<file path="config.mk">
export PLATFORM = sky130hd
export DESIGN_NAME = zbt_bitstream_fifo
export DESIGN_NICKNAME = d
export VERILOG_FILES = /design/src/rtl/zbt_bitstream_fifo.sv
export SDC_FILE = /design/constraint.sdc
export NUM_CORES = 2
export LEC_CHECK = 0
export ABC_CLOCK_PERIOD_IN_PS = 6400
export CORE_MARGIN = 3
export CORE_UTILIZATION = 55
export CTS_BUF_LIST = sky130_fd_sc_hd__clkbuf_8
export DETAILED_ROUTE_END_ITERATION = 8
export GPL_TIMING_DRIVEN = 1
export MAX_ROUTING_LAYER = met4
export PLACE_DENSITY = 0.75
export SLEW_MARGIN = 20
export SYNTH_ARGS = -nofsm -noshare
export SYNTH_HDL_FRONTEND = slang
export SYNTH_SLANG_ARGS = --single-unit
</file>
<file path="constraint.sdc">
create_clock -name clock -period 6.4 [get_ports clock]
set_input_delay 1.28 -clock clock [delete_from_list [all_inputs] [get_ports clock]]
set_output_delay 1.28 -clock clock [all_outputs]
set_load 0.005 [all_outputs]
</file>
<file path="src/rtl/zbt_bitstream_fifo.sv">
// Byte-in / bit-out elementary-stream FIFO that spills through a circular region of the ZBT SRAM.
// Bytes pack big-endian into words, stage on chip, round-trip through ZBT, then feed a 64-bit bit window.
module zbt_bitstream_fifo #(
  parameter int ZBT_ADDR_W = 19,
  parameter int REGION_BITS = 17,
  parameter logic [ZBT_ADDR_W-REGION_BITS-1:0] REGION_BASE = '1,
  parameter int ZBT_RD_LAT = 4,
  parameter int STAGE_AW = 4,
  parameter int MAX_SHIFT = 16
) (
  input  logic                   clock,
  input  logic                   resetn,
  input  logic                   flush_i,
  input  logic                   byte_valid_i,
  input  logic [7:0]             byte_data_i,
  output logic                   byte_ready_o,
  input  logic                   eos_i,
  input  logic                   shift_en_i,
  input  logic [5:0]             shift_amt_i,
  output logic [31:0]            data_o,
  output logic                   data_valid_o,
  output logic                   byte_align_o,
  output logic [REGION_BITS:0]   level_o,
  input  logic                   zbt_access_i,
  output logic [ZBT_ADDR_W-1:0]  zbt_addr_o,
  output logic [31:0]            zbt_wdata_o,
  output logic                   zbt_we_o,
  input  logic [31:0]            zbt_rdata_i
);

  localparam int STAGE_DEPTH = 1 << STAGE_AW;
  localparam logic [REGION_BITS:0] REGION_WORDS = {1'b1, {REGION_BITS{1'b0}}};

  logic                   slot;
  logic [1:0]             pack_cnt;
  logic [31:0]            pack_word;
  logic [31:0]            in_mem [STAGE_DEPTH];
  logic [STAGE_AW-1:0]    in_wptr, in_rptr;
  logic [STAGE_AW:0]      in_count;
  logic [31:0]            out_mem [STAGE_DEPTH];
  logic [STAGE_AW-1:0]    out_wptr, out_rptr;
  logic [STAGE_AW:0]      out_count;
  logic [REGION_BITS-1:0] wr_ptr, rd_ptr;
  logic [REGION_BITS:0]   level;
  logic [ZBT_RD_LAT-1:0]  rd_vld;
  logic [STAGE_AW:0]      inflight;
  logic [63:0]            window;
  logic [6:0]             win_count;
  logic [2:0]             consumed;

  logic                   byte_accept;
  logic [31:0]            packed_word;
  logic [2:0]             packed_cnt;
  logic                   commit;
  logic                   in_push;
  logic                   read_issue;
  logic                   rd_arrive;
  logic [STAGE_AW+1:0]    out_occupancy;
  logic                   shift_ok;
  logic [6:0]             amt;
  logic [6:0]             remain;
  logic                   refill;
  logic [63:0]            win_next;
  logic [6:0]             cnt_next;

  assign byte_ready_o  = in_count < (STAGE_AW+1)'(STAGE_DEPTH - 1);
  assign byte_accept   = byte_valid_i & byte_ready_o;
  assign in_push       = commit & (in_count != (STAGE_AW+1)'(STAGE_DEPTH));
  assign rd_arrive     = rd_vld[ZBT_RD_LAT-1];
  assign out_occupancy = {1'b0, out_count} + {1'b0, inflight};

  assign zbt_we_o    = slot & zbt_access_i & ~flush_i & (in_count != '0) & (level != REGION_WORDS);
  assign read_issue  = ~slot & zbt_access_i & ~flush_i & (level != '0)
                       & (out_occupancy < (STAGE_AW+2)'(STAGE_DEPTH));
  assign zbt_addr_o  = {REGION_BASE, slot ? wr_ptr : rd_ptr};
  assign zbt_wdata_o = (in_count != '0) ? in_mem[in_rptr] : 32'h0;

  assign data_o       = window[63:32];
  assign data_valid_o = win_count >= 7'd32;
  assign byte_align_o = consumed == 3'd0;
  assign level_o      = level;

  // The byte is placed first so a simultaneous eos_i commits it along with the partial word.
  always_comb begin
    packed_word = pack_word;
    packed_cnt  = {1'b0, pack_cnt};
    if (byte_accept) begin
      packed_word[{~pack_cnt, 3'b000} +: 8] = byte_data_i;
      packed_cnt = packed_cnt + 3'd1;
    end
    commit = packed_cnt[2] | (eos_i & (packed_cnt != 3'd0));
  end

  // Illegal shift requests are ignored; the refilled word lands directly below the surviving bits.
  always_comb begin
    shift_ok = shift_en_i & data_valid_o & (shift_amt_i != 6'd0)
               & ({1'b0, shift_amt_i} <= 7'(MAX_SHIFT));
    amt      = shift_ok ? {1'b0, shift_amt_i} : 7'd0;
    remain   = win_count - amt;
    refill   = (remain <= 7'd32) & (out_count != '0);
    win_next = window << amt;
    cnt_next = remain;
    if (refill) begin
      win_next = win_next | ({out_mem[out_rptr], 32'h0} >> remain);
      cnt_next = remain + 7'd32;
    end
  end

  always_ff @(posedge clock) begin
    if (in_push) in_mem[in_wptr] <= packed_word;
    if (rd_arrive) out_mem[out_wptr] <= zbt_rdata_i;
  end

  always_ff @(posedge clock or negedge resetn) begin
    if (!resetn) begin
      slot      <= 1'b0;
      pack_cnt  <= '0;
      pack_word <= '0;
      in_wptr   <= '0;
      in_rptr   <= '0;
      in_count  <= '0;
      out_wptr  <= '0;
      out_rptr  <= '0;
      out_count <= '0;
      wr_ptr    <= '0;
      rd_ptr    <= '0;
      level     <= '0;
      rd_vld    <= '0;
      inflight  <= '0;
      window    <= '0;
      win_count <= '0;
      consumed  <= '0;
    end else begin
      slot <= ~slot;
      if (flush_i) begin
        pack_cnt  <= '0;
        pack_word <= '0;
        in_wptr   <= '0;
        in_rptr   <= '0;
        in_count  <= '0;
        out_wptr  <= '0;
        out_rptr  <= '0;
        out_count <= '0;
        wr_ptr    <= '0;
        rd_ptr    <= '0;
        level     <= '0;
        rd_vld    <= '0;
        inflight  <= '0;
        window    <= '0;
        win_count <= '0;
        consumed  <= '0;
      end else begin
        pack_cnt  <= commit ? 2'd0 : packed_cnt[1:0];
        pack_word <= commit ? 32'h0 : packed_word;
        if (in_push) in_wptr <= in_wptr + 1'b1;
        if (zbt_we_o) begin
          in_rptr <= in_rptr + 1'b1;
          wr_ptr  <= wr_ptr + 1'b1;
        end
        in_count <= in_count + (STAGE_AW+1)'(in_push) - (STAGE_AW+1)'(zbt_we_o);
        if (read_issue) rd_ptr <= rd_ptr + 1'b1;
        level    <= level + (REGION_BITS+1)'(zbt_we_o) - (REGION_BITS+1)'(read_issue);
        rd_vld   <= (rd_vld << 1) | ZBT_RD_LAT'(read_issue);
        inflight <= inflight + (STAGE_AW+1)'(read_issue) - (STAGE_AW+1)'(rd_arrive);
        if (rd_arrive) out_wptr <= out_wptr + 1'b1;
        if (refill) out_rptr <= out_rptr + 1'b1;
        out_count <= out_count + (STAGE_AW+1)'(rd_arrive) - (STAGE_AW+1)'(refill);
        window    <= win_next;
        win_count <= cnt_next;
        consumed  <= consumed + amt[2:0];
      end
    end
  end

endmodule
</file>
==> impl_metrics.toml <==
[status]
status = "finished, final reports clean"

[yosys]
netlist_area_sq_um = 55890
synth_ff_type = "edfxtp_1"
ys_types = 74
netlist.top_cell.by_area = "edfxtp_1"
avgSynthCellArea_sq_um = 15.67
ys_ff_latch = 1220
syn-instance-count = 3567
yosysWarnings = 0
ys_top_cells_by_area = "edfxtp_1 55%, mux4_2 13%, dfrtp_1 8.8%"
yosys.area.top_type_share_pct = 55.02
synth_edf_count = 1024
async_reset_ff_share_pct = 16.07
seq_area_frac_synth_pct = 63.79

[critical_path]
crit_slowest_cell = "dfrtp_4"
reg2regPathDepth = 23
startpoint_type = "flop"
endpoint_kind = "output port"
r2r-end = "out_count[4]$_DFF_PN0_"
cp.arrival_ns = 4.14
cp_num_buf_inv = 2
r2r_slack_ns = 1.20
crit_start = "in_rptr[0]$_DFFE_PN0P_"
crit_end = "zbt_wdata_o[30]"
cpMostUsedCell = "mux4_2"
worstPathCellList = "buf_4, mux4_2, mux4_2, nor2b_1, clkdlybuf4s50_1"
crit_family = "multiplexers"
crit_required_ns = 5.12
max_stage_delay_ns = 0.90
path_max_fanout = 37
cp_num_cells = 5
reg2reg_from = "win_count[6]$_DFF_PN0_"
critPathKind = "reg2out"

[die]
row_count = 116
die_w_um = 324.8
core_area_sq_um = 100400
io_pins = 158
start_util_pct = 55.65
die-area_sq_um = 105500
die_h_um = 324.8

[clock_tree]
cts-root-buf = "clkbuf_8"
cts_htree_levels = 4
cts_setup_buffers = 0
hold_buffers = 0
cts_tree = "done"
cts_buffers = 193
clock_latency_ns = 0.92
clk_pin_slew_worst_paths_ns = 0.07
cts_sinks = 1220
cts_buffer_depth = 3
ctsResizeCount = 0

[placement]
io_buffers = 155
dpl_cell_area_sq_um = 59410
place_hpwl_um = 88900
gp_congestion = 1.007

[layout]
final_cell_mix = "1,024 x edfxtp_1, 323 x mux4_2, 301 x nand2_1"
layout_commonest_cell = "edfxtp_1"
fin_nets = 3946
finalInstanceArea_sq_um = 63170
fillCellCount = 7341
drive_above_1_share_pct = 21.93
area_delta_synth_final_pct = 13.03

[detailed_routing]
remaining_drc_errors = 0
wl_per_cell_um = 26.81
ant_nets = 0
first_pass_iters = 8
num_vias = 33430
drt_iter0_drc = 3845
wl_um = 143000
via_per_inst = 6.268

[power_and_ir_drop]
irDropWorstVdd_mv = 0.3256
power_density_nw_per_um2 = 367.2
p_leak_uw = 0.02205

[global_routing]
grt_first_pass_wirelength_um = 217200
track_usage_pct = 28.24
grt_max_degree = 131
antenna_found_initial = 6
overflow = 0
grt_pass1_vias = 33830

[sta]
hold_viol_final = 0
tns_ns = 0
max_slew_margin_pct = 27.06
drv_slew = 0
post-route-period-util_pct = 84.61
fmax_ghz = 0.1847
finClkSkew_ns = 0.05164
tightest_slew_ns = 1.092
setup-violations-final = 0
rsz0062_at_grt = "false"
period_minus_slack_ns = 5.415

[min_path]
worstHoldPathType = "in2async"

[flow_run]
drv_cap = 0
[registers in the layout, summed over array words and instances (netlist names), 7 cells and up]
signal,cells
rd_ptr,17
wr_ptr,17
out_mem,512
pack_word,32
window,64
level_o,18
win_count,7
in_mem,512
[stage by stage]
step	setup slack, ns	util [%]	cells	power [uW]	hold slack (ns)
floorplan	0.00003775	-	3569	14010	0.4385
global placement	0.2726	59.15	4974	16800	0.4564
detailed placement	0.2717	59.15	4974	16820	0.4544
CTS	0.8161	62.88	5329	23220	0.2998
global route	0.7102	62.90	5333	24240	0.3323
finish	0.9849	62.90	5334	23200	0.3486
[cell type report]
class / instances / area (sq um) / area share (%)
Inverter: 74 / 277.8 / 0.4397
Tap cell: 1357 / 1698 / 2.688
Timing Repair Buffer: 291 / 2700 / 4.274
Antenna cell: 5 / 12.51 / 0.01981
Sequential cell: 1220 / 35680 / 56.48
Multi-Input combinational cell: 2032 / 19060 / 30.17
Clock buffer: 199 / 2739 / 4.336
Clock inverter: 156 / 1006 / 1.592
[cells by family (layout without fill, tap and decap cells)]
logic type               after synthesis  count (layout)  share of synthesized area, %
XOR/XNOR                              72              72                         1.128
other                                  1               8                      0.006709
multiplexers                         651             651                         19.12
AO/OA/AOI/OAI                        420             420                         4.950
adder cells (fa/ha/maj)               81              81                         1.894
buffers and inverters                317             720                         2.545
AND/OR/NAND/NOR                      805             805                         6.561
flip-flops                          1220            1220                         63.79
[worst register-to-register path: stages, from the launching register on]
cell,delay (ns)
dfrtp_1,0.43
nor2_1,0.59
inv_1,0.14
and3_2,0.27
inv_2,0.08
ha_1,0.21
nor2b_1,0.15
o311a_1,0.31
or2_2,0.29
o311ai_2,0.52
inv_2,0.08
ha_1,0.21
a31oi_1,0.19
nor2_1,0.09
ha_1,0.33
inv_1,0.04
ha_1,0.18
inv_1,0.08
fa_1,0.20
inv_1,0.05
a21oi_1,0.13
nor2_1,0.06
or3_1,0.34
a21oi_1,0.14
[power by group]
part	internal [uW]	total (uW)	switching [uW]
clock network	3230	6390	3170
logic	2970	7430	4450
registers	8970	9380	407
total	15200	23200	8030
[worst min-delay path by stage]
stage | cells after the start | endpoint | from | slack, ns
global placement | 1 | rd_vld[3]$_DFF_PN0_ | rd_vld[2]$_DFF_PN0_ | 0.46
CTS | 1 | pack_word[17]$_DFF_PN0_ | resetn | 0.30
global route | 1 | pack_word[21]$_DFF_PN0_ | resetn | 0.33
finish | 1 | pack_word[22]$_DFF_PN0_ | resetn | 0.35
floorplan | 1 | rd_vld[1]$_DFF_PN0_ | rd_vld[0]$_DFF_PN0_ | 0.44
detailed placement | 1 | rd_vld[1]$_DFF_PN0_ | rd_vld[0]$_DFF_PN0_ | 0.45
[synth_stat cells (all sizes together), types with 21 or more instances]
master  number
nor3        47
xnor2       31
a21oi       94
ha          75
edfxtp    1024
dfrtp      196
xor2        41
and3        47
o21ai       92
mux2       104
mux2i      224
nor2b       53
nand2      301
o211ai      21
inv         71
nand3       53
o22ai       28
a31oi       27
mux4       323
buf        122
clkbuf     121
nor2       210
[per-layer routing]
| layer | part of all wire (%) | routed length [um] | vias to the layer above | global-route usage (%) |
|---|---|---|---|---|
| met3 | 7.9 | 11250 | 317 | 5.126 |
| met4 | 3.5 | 4977 | 0 | 10.25 |
| li1 | - | - | 14450 | - |
| met5 | 0 | 0 | - | - |
| met1 | 39 | 55710 | 17090 | 36.96 |
| met2 | 50 | 71050 | 1574 | 44.85 |
Power figures use the tool's default switching activity.
